<file path="config.mk">
export PLATFORM = sky130hd
export DESIGN_NAME = pc_unit
export DESIGN_NICKNAME = d
export VERILOG_FILES = /design/src/rtl/pc_unit.sv
export SDC_FILE = /design/constraint.sdc
export NUM_CORES = 1
export LEC_CHECK = 0
export BUFFER_PORTS_ARGS = -buffer_cell sky130_fd_sc_hd__buf_2
export CAP_MARGIN = 20
export CELL_PAD_IN_SITES_DETAIL_PLACEMENT = 1
export CELL_PAD_IN_SITES_GLOBAL_PLACEMENT = 1
export CORE_ASPECT_RATIO = 0.9
export CORE_MARGIN = 5
export CORE_UTILIZATION = 26
export DETAILED_ROUTE_END_ITERATION = 10
export PLACE_DENSITY_LB_ADDON = 0.3
export SETUP_SLACK_MARGIN = 0.5
export SKIP_CTS_REPAIR_TIMING = 1
export SLEW_MARGIN = 20
export SYNTH_ARGS = -nofsm -noshare
export SYNTH_HDL_FRONTEND = slang
export SYNTH_SLANG_ARGS = --single-unit
</file>
<file path="constraint.sdc">
create_clock -name clk -period 3.4 [get_ports clk]
set_input_delay 0.85 -clock clk [delete_from_list [all_inputs] [get_ports clk]]
set_output_delay 0.85 -clock clk [all_outputs]
set_load 0.02 [all_outputs]
</file>
<file path="src/rtl/pc_unit.sv">
// Fetch-stage program counter with stall, trap entry/return and a small
// circular return-address stack for call/return redirects.
module pc_unit #(
    parameter int              XLEN      = 32,
    parameter logic [XLEN-1:0] RESET_PC  = '0,
    parameter int              STEP      = 1,
    parameter logic [XLEN-1:0] TRAP_VEC  = 'h10,
    parameter int              RAS_DEPTH = 4
) (
    input  logic                         clk,
    input  logic                         rst,
    input  logic                         stall,
    input  logic                         sel_next_pc_alu_out,
    input  logic [XLEN-1:0]              alu_out,
    input  logic                         trap,
    input  logic                         mret,
    input  logic                         ras_push,
    input  logic                         ras_pop,
    output logic [XLEN-1:0]              pc_out,
    output logic [XLEN-1:0]              pc_plus_step,
    output logic [XLEN-1:0]              epc_out,
    output logic [$clog2(RAS_DEPTH):0]   ras_count,
    output logic                         ras_empty,
    output logic                         ras_full,
    output logic                         ras_overflow
);

    localparam int PW = $clog2(RAS_DEPTH);
    localparam int CW = PW + 1;

    logic [XLEN-1:0] ras_mem [RAS_DEPTH];
    logic [PW-1:0]   ras_ptr;
    logic [XLEN-1:0] ras_top;
    logic [XLEN-1:0] next_pc;
    logic            pop_valid;

    assign pc_plus_step = pc_out + XLEN'(STEP);
    assign ras_empty    = (ras_count == '0);
    assign ras_full     = (ras_count == CW'(RAS_DEPTH));
    assign ras_top      = ras_mem[ras_ptr];
    assign pop_valid    = ras_pop && !ras_empty;

    // Redirect choice for the non-trap, non-stall case; trap and stall are
    // resolved in the register block because they also gate the RAS.
    always_comb begin
        next_pc = pc_plus_step;
        if (mret) begin
            next_pc = epc_out;
        end else if (pop_valid) begin
            next_pc = ras_top;
        end else if (ras_pop || sel_next_pc_alu_out) begin
            next_pc = alu_out;
        end
    end

    always_ff @(posedge clk) begin
        if (rst) begin
            pc_out       <= RESET_PC;
            epc_out      <= '0;
            ras_ptr      <= '0;
            ras_count    <= '0;
            ras_overflow <= 1'b0;
        end else if (trap) begin
            pc_out  <= TRAP_VEC;
            epc_out <= pc_out;
        end else if (!stall) begin
            pc_out <= next_pc;
            if (ras_push && pop_valid) begin
                ras_mem[ras_ptr] <= pc_plus_step;
            end else if (ras_push) begin
                // When full the slot after the top is the oldest entry, so
                // advancing the pointer overwrites it naturally.
                ras_mem[ras_ptr + 1'b1] <= pc_plus_step;
                ras_ptr                 <= ras_ptr + 1'b1;
                if (ras_full) begin
                    ras_overflow <= 1'b1;
                end else begin
                    ras_count <= ras_count + 1'b1;
                end
            end else if (pop_valid) begin
                ras_ptr   <= ras_ptr - 1'b1;
                ras_count <= ras_count - 1'b1;
            end
        end
    end

endmodule

</file>
==> results of run 1 <==
==> cell families after synthesis <==
| logic type | after synthesis | synth area share (%) |
|---|---|---|
| xor+xnor | 29 | 2.79 |
| compound gates | 135 | 9.60 |
| mux | 71 | 12.2 |
| buf+inv | 65 | 3.52 |
| simple gates | 245 | 13.5 |
| flops | 200 | 58.0 |
| fa+ha+maj | 2 | 0.357 |
==> per-stage QoR <==
step | setup WS, ps | setup TNS (ps)
after detailed placement | 249 | 0
after global routing | 136 | 0
after global placement | 352 | 0
after floorplan | 315 | 0
final | 203 | 0
after CTS | -242 | -1340
==> cells in the mapped netlist (4+ instances only) <==
master,count
a221oi_1,4
inv_1,9
xor2_1,7
nor4_1,12
edfxtp_1,128
o22ai_1,7
nor2_1,85
nand2b_1,4
mux4_2,32
or3_1,8
clkbuf_1,35
or2_2,10
xnor2_1,22
buf_2,6
dfxtp_1,72
a211o_1,4
nand4_1,5
a22oi_1,5
nor3_1,32
o31ai_1,5
o211ai_1,6
a21oi_1,38
mux2i_1,39
buf_1,5
nand3_1,25
nand2_1,34
o21ai_0,33
and3_1,17
a211oi_1,6
buf_6,6
==> layer usage <==
metal / track usage (%) / up-vias / part of all wire, %
met4: 3.71 / 0 / 1.0
met1: 24.3 / 3732 / 48
met5: 0 / - / 0
li1: - / 3254 / -
met3: 3.23 / 23 / 4.9
met2: 26.3 / 210 / 47
==> power by group through the flow <==
| stage | Combinational, mW | Clock (mW) | Sequential, mW |
|---|---|---|---|
| final | 0.553 | 2.13 | 2.64 |
| after global routing | 0.590 | 2.28 | 2.65 |
| after CTS | 0.520 | 2.17 | 2.65 |
| after detailed placement | 0.516 | 0 | 2.70 |
| after global placement | 0.513 | 0 | 2.70 |
| after floorplan | 0.286 | 0 | 2.71 |
==> state kept, by name, summed over array words and instances, names as in the netlist, named ones only <==
name	count
pc_out	32
ras_mem	128
ras_ptr	2
ras_overflow	1
epc_out	32
ras_count	3
==> cell type report <==
cell class	instances	area, um^2	area share, %
timing repair buffer	247	1630	13.4
clock buffer	20	457	3.75
multi-input combinational	482	3970	32.6
tap	469	587	4.82
inverter	10	37.5	0.308
sequential	200	5350	44.0
clock inverter	12	139	1.14
==> critical path: cells and delay by family (launching register included) <==
family	cells	cell delay (ps)
xor gates and xnor gates	1	320
adders and majority gates	1	230
DFF	1	400
and+or+nand+nor	3	700
buffers and inverters	1	230
==> worst max-delay path by stage <==
stage | start | end | slack (ps) | cells after the start
after floorplan | ras_pop | ras_mem[3][0] | 310 | 6
after global placement | pc_out[0] | pc_plus_step[28] | 350 | 6
after detailed placement | pc_out[0] | pc_plus_step[30] | 250 | 6
after CTS | pc_out[0] | pc_plus_step[30] | -240 | 6
after global routing | pc_out[0] | pc_plus_step[26] | 140 | 6
final | pc_out[0] | pc_plus_step[26] | 200 | 6
==> summary.txt, run 1 <==
Hold path
  – Hold Crit Class: reg2reg
  – Hold_sp: ras_overflow
  – Hold Path Depth: 2
  – Hold path endpoint: ras_overflow

Job
  – Max-cap violations: 0

Power and ir drop
  – Max VDD drop: 325 uV
  – Cell Pwr Density: 437 nW/um^2
  – Total internal power: 3.95 mW
  – Total Power: 5.32 mW
  – Sw frac: 25.8%
  – Sequential share of power: 49.6%
  – Clock power frac: 40.0%
  – Combinational share of power: 10.4%
  – Net Switching: 1.37 mW
  – Leakage: 4.77 nW

Synthesis
  – Synth warnings: 0
  – Syn nets: 789
  – Register area share after synthesis: 58.0%
  – Mapped Area: 9110 um^2
  – Synth async-reset ratio: 0%
  – Synth top area share: 42.2%
  – Synth top area cells: edfxtp_1 42%, dfxtp_1 16%, mux4_2 7.9%
  – EDFF count, synth: 128
  – Avg Inst Size Synth: 12.2 um^2
  – Netlist cell types: 61
  – Leading area contributor after synthesis: edfxtp_1
  – Ys flop type: edfxtp_1
  – Post-Synthesis Cells: 747
  – Yosys reg bits: 200

Floorplanning
  – Die height: 188 um
  – Row cnt: 65
  – Starting density of the core: 26.2%
  – Die Area: 38900 um^2
  – Core Area: 34800 um^2
  – # IOs: 142
  – DIE WIDTH: 207 um

Route
  – Drt drc: 0
  – Via Count: 7219
  – 1st-pass router iterations: 4
  – 1st-iter DRT viols: 561
  – Post-DR wirelength/cell: 23.6 um
  – DR vias/cell: 5.01
  – Routed Antenna Nets: 0
  – Final WL: 34000 um

CTS
  – Total CTS buffers: 17
  – Root Driver: clkbuf_16
  – Skew-Pair Late Insertion Delay: 450 ps
  – CTS Buffer Depth: 2
  – CTS H-tree lvls: 4
  – Clock Sinks: 200
  – Clock slew at reported path FFs: 70 ps
  – CTS tree: done

Setup path
  – Crit path capture type: output pin
  – Worst Path Max Fanout: 7
  – Crit path DAT: 2350 ps
  – Slowest CP cell: dfxtp_4
  – Worst reg-to-reg path cell count: 6
  – R2r setup slk: 800 ps
  – Reg2Reg Capture Point: pc_out[26]
  – Crit-path cells: ha_2 > nand3_2 > nor2_2 > nand4_1 > xnor2_2 > buf_2
  – Critical Path Max Stage Delay: 400 ps
  – WP data required: 2550 ps
  – Reg2reg start: ras_count[0]
  – Critical path type: reg2out
  – CP Launch Type: register

STA
  – Worst Tran Pin Value: 934 ps
  – RSZ-0062 raised after global routing: true
  – Period Utilization, post-route: 94.0%
  – Worst clock skew: 14.2 ps
  – Final Max Slew Viols: 0
  – Period minus WS final: 3200 ps
  – WHS: 498 ps
  – Max-slew headroom at the worst pin: 37.7%
  – Final setup viols: 0
  – Final hold violations: 0
  – Peak Freq: 313 MHz

Finish
  – Non-filler cells, final: 1440
  – Final Util: 35.0%
  – Ant diodes: 0
  – Share of layout cells above drive strength 1: 42.1%
  – Final net count: 1000
  – Synth-to-Final Area Change: 33.6%
  – Final Cell Area: 12200 um^2
  – Commonest non-fill, non-tap cell in the layout: buf_2
  – Filler Cell Count: 3838
  – Commonest cells after routing, fill and taps aside: 129 x buf_2, 128 x edfxtp_1, 97 x buf_4

Place
  – Buffers on Ports: 141
  – Placer Congestion: 0.817
  – Dpl cell area: 10700 um^2
  – Placed cells: 1362
  – Post-detail-place hpwl: 23700 um

Global routing
  – Initial antenna violation count: 0
  – Largest net degree at the start of global routing: 36
  – GRT Residual Overflow: 0
  – First-pass GRT wire length: 49100 um
  – Vias in the first global route: 7206
  – GRT Total Usage: 16.8%

Status
  – Status: completed
(Power assumes the default switching activity.)
==> run 2, diff against run 1 <==
--- a/config.mk
+++ b/config.mk
@@ -5,6 +5,7 @@
 export SDC_FILE = /design/constraint.sdc
 export NUM_CORES = 1
 export LEC_CHECK = 0
+export ABC_AREA = 1
 export BUFFER_PORTS_ARGS = -buffer_cell sky130_fd_sc_hd__buf_2
 export CAP_MARGIN = 20
 export CELL_PAD_IN_SITES_DETAIL_PLACEMENT = 1
@@ -13,6 +14,7 @@
 export CORE_MARGIN = 5
 export CORE_UTILIZATION = 26
 export DETAILED_ROUTE_END_ITERATION = 10
+export GPL_ROUTABILITY_DRIVEN = 0
 export PLACE_DENSITY_LB_ADDON = 0.3
 export SETUP_SLACK_MARGIN = 0.5
 export SKIP_CTS_REPAIR_TIMING = 1
==> run 2 against run 1 <==
Effect of this change: combinational power increased by 32%; power up 2.4%; first-iteration DRC count shrank 20%; die area grew 3.3%; area after synthesis increased by 3.4%; clock skew grew 2.0 ps; critical path type unchanged; critical endpoint is now pc_plus_step[24].
==> summary.txt, run 2 <==
Status
  – Status: completed (unchanged)

Finish
  – Commonest non-fill, non-tap cell in the layout: nand2_1 (was buf_2)
  – Max reg flops: 128 (unchanged)
  – Reg with most FFs: ras_mem (unchanged)
  – Filler Cell Count: 4269 (was 3838)
  – Share of layout cells above drive strength 1: 26.2% (was 42.1%)
  – Non-filler cells, final: 1702 (was 1440)
  – Ant diodes: 0 (unchanged)
  – Final net count: 1255 (was 1000)
  – Synth-to-Final Area Change: 23.3% (was 33.6%)
  – Top flop regs: ras_mem: 128 flops, epc_out: 32 flops, pc_out: 32 flops (unchanged)
  – Commonest cells after routing, fill and taps aside: 160 x nand2_1, 155 x nor2_1, 143 x o21ai_0 (was 129 x buf_2, 128 x edfxtp_1, 97 x buf_4)

CTS
  – CTS Buffer Depth: 2 (unchanged)
  – CTS H-tree lvls: 4 (unchanged)
  – Skew-Pair Late Insertion Delay: 450 ps (about the same)
  – CTS tree: done (unchanged)
  – Clock Sinks: 200 (unchanged)
  – Root Driver: clkbuf_16 (unchanged)
  – Clock slew at reported path FFs: 80 ps (was 70 ps)
  – Total CTS buffers: 17 (unchanged)

Global routing
  – Initial antenna violation count: 0 (unchanged)
  – First-pass GRT wire length: 53500 um (was 49100 um)
  – Largest net degree at the start of global routing: 65 (was 36)
  – Vias in the first global route: 8482 (was 7206)
  – GRT Total Usage: 17.5% (was 16.8%)
  – GRT Residual Overflow: 0 (unchanged)

Setup path
  – Worst reg-to-reg path cell count: 9 (was 6)
  – Reg2Reg Capture Point: pc_out[2] (was pc_out[26])
  – Critical path type: reg2out (unchanged)
  – Reg2reg start: pc_out[1] (was ras_count[0])
  – CP Launch Type: register (unchanged)
  – R2r setup slk: 1300 ps (was 800 ps)
  – WP data required: 2550 ps (about the same)
  – Worst Path Max Fanout: 6 (was 7)
  – Crit path DAT: 1990 ps (was 2350 ps)
  – Crit path capture type: output pin (unchanged)

Synthesis
  – Leading area contributor after synthesis: edfxtp_1 (unchanged)
  – Netlist cell types: 41 (was 61)
  – EDFF count, synth: 128 (unchanged)
  – Yosys reg bits: 200 (unchanged)
  – Post-Synthesis Cells: 1080 (was 747)
  – Top cells by count, synth: 181 x nand2_1, 172 x nor2_1, 147 x o21ai_0 (was 128 x edfxtp_1, 85 x nor2_1, 72 x dfxtp_1)
  – Compound-Gate Fraction of Synth Area: 15.4% (was 9.60%)
  – Synth Area in Simple Gates: 20.6% (was 13.5%)
  – Syn nets: 1122 (was 789)
  – Synth top area cells: edfxtp_1 41%, dfxtp_1 15%, o21ai_0 7.8% (was edfxtp_1 42%, dfxtp_1 16%, mux4_2 7.9%)
  – Post-synthesis mux area share: 0% (was 12.2%)
  – Register area share after synthesis: 56.1% (was 58.0%)
  – Ys flop type: edfxtp_1 (unchanged)
  – Xor and xnor area share after synthesis: 1.47% (was 2.79%)
  – Synth warnings: 0 (unchanged)
  – Mapped Area: 9420 um^2 (was 9110 um^2)
  – Synth async-reset ratio: 0% (unchanged)
  – Synth top area share: 40.8% (was 42.2%)
  – Avg Inst Size Synth: 8.72 um^2 (was 12.2 um^2)
  – Most common cell in the netlist: nand2_1 (was edfxtp_1)
  – Main combinational cell family by area after synthesis: simple AND/OR/NAND/NOR gates (unchanged)
  – Adder-cell area share of the yosys netlist: 0.345% (was 0.357%)

STA
  – Worst Tran Pin Value: 981 ps (was 934 ps)
  – Final Max Slew Viols: 0 (unchanged)
  – Final hold violations: 0 (unchanged)
  – Peak Freq: 353 MHz (was 313 MHz)
  – RSZ-0062 raised after global routing: true (unchanged)
  – Period minus WS final: 2840 ps (was 3200 ps)
  – Max-slew headroom at the worst pin: 34.2% (was 37.7%)
  – Final setup viols: 0 (unchanged)
  – Worst clock skew: 16.2 ps (was 14.2 ps)
  – Period Utilization, post-route: 83.4% (was 94.0%)
  – TNS Setup: 0 ps (unchanged)
  – WHS: 451 ps (was 498 ps)

Floorplanning
  – Starting density of the core: 26.2% (about the same)
  – Die height: 191 um (was 188 um)
  – Die Area: 40100 um^2 (was 38900 um^2)
  – DIE WIDTH: 211 um (was 207 um)
  – Row cnt: 66 (was 65)
  – Core Area: 36000 um^2 (was 34800 um^2)
  – # IOs: 142 (unchanged)

Route
  – 1st-iter DRT viols: 448 (was 561)
  – 1st-pass router iterations: 5 (was 4)
  – Routed Antenna Nets: 0 (unchanged)
  – DR vias/cell: 4.76 (was 5.01)
  – Post-DR wirelength/cell: 20.7 um (was 23.6 um)
  – Drt drc: 0 (unchanged)
  – Via Count: 8095 (was 7219)
  – Final WL: 35300 um (was 34000 um)

Place
  – Buffers on Ports: 141 (unchanged)
  – Placed cells: 1659 (was 1362)
  – Post-detail-place hpwl: 25400 um (was 23700 um)

Hold path
  – Hold Crit Class: reg2reg (unchanged)
  – Hold Path Depth: 2 (unchanged)
  – Hold path endpoint: ras_overflow (unchanged)
  – Hold_sp: ras_overflow (unchanged)

Power and ir drop
  – Total Power: 5.45 mW (was 5.32 mW)
  – Max VDD drop: 329 uV (was 325 uV)
  – Leakage: 4.51 nW (was 4.77 nW)
  – Cell Pwr Density: 469 nW/um^2 (was 437 nW/um^2)

Job
  – Max-cap violations: 0 (unchanged)
run 2: how the worst max path moves through the flow:
| stage | start | to | slack, ps |
|---|---|---|---|
| 6_report | pc_out[1] | pc_plus_step[24] | 560 |
| 5_1_grt | pc_out[13] | pc_plus_step[24] | 430 |
| 2_1_floorplan | trap | ras_mem[0][0] | 320 |
| 3_3_place_gp | pc_out[12] | pc_plus_step[13] | 550 |
| 4_1_cts | pc_out[12] | pc_plus_step[13] | -1 |
| 3_5_place_dp | pc_out[12] | pc_plus_step[13] | 510 |
run 2: cell type report:
| type | instances | area, um^2 | share of cell area (%) |
|---|---|---|---|
| Clock buffer | 18 | 429 | 3.69 |
| Clock inverter | 14 | 143 | 1.23 |
| Inverter | 74 | 278 | 2.39 |
| Multi-Input combinational cell | 746 | 3800 | 32.7 |
| Sequential cell | 200 | 5350 | 46.0 |
| Tap cell | 476 | 596 | 5.13 |
| Timing Repair Buffer | 174 | 1020 | 8.81 |
run 2: metal layers:
| layer | wire, um | track usage [%] | vias to the layer above | share of wire, % |
|---|---|---|---|---|
| li1 | - | - | 3914 | - |
| met1 | 17300 | 25.2 | 4002 | 49 |
| met2 | 15700 | 26.5 | 148 | 45 |
| met3 | 1650 | 3.90 | 31 | 4.7 |
| met4 | 578 | 4.51 | 0 | 1.6 |
| met5 | 0 | 0 | - | 0 |
run 2: cells by family after synthesis:
group,after synthesis
xor+xnor,15
flops,200
compound gates,280
buf+inv,134
fa+ha+maj,2
simple gates,449
run 2: where the power goes:
part / internal [mW] / switching [mW] / total [mW]
sequential: 2.63 / 0.0635 / 2.69
combinational: 0.215 / 0.516 / 0.732
clock: 1.03 / 0.997 / 2.03
run 2: critical path, cell delays in order, from the launching register on:
cell and delay, ps:
dfxtp_4 380, ha_4 160, nand2_4 50, nor2_4 150, nand2_4 120, nor2_4 160
nand4_1 150, nand2_2 170, buf_2 200
run 2: per-stage QoR:
stage	util (%)	worst slack [ps]	area (um^2)
6_report	32.3	563	11600
5_1_grt	32.3	432	11600
4_1_cts	31.2	-1.24	11200
3_5_place_dp	29.6	506	10700
3_3_place_gp	29.6	546	10700
2_1_floorplan	-	317	9430
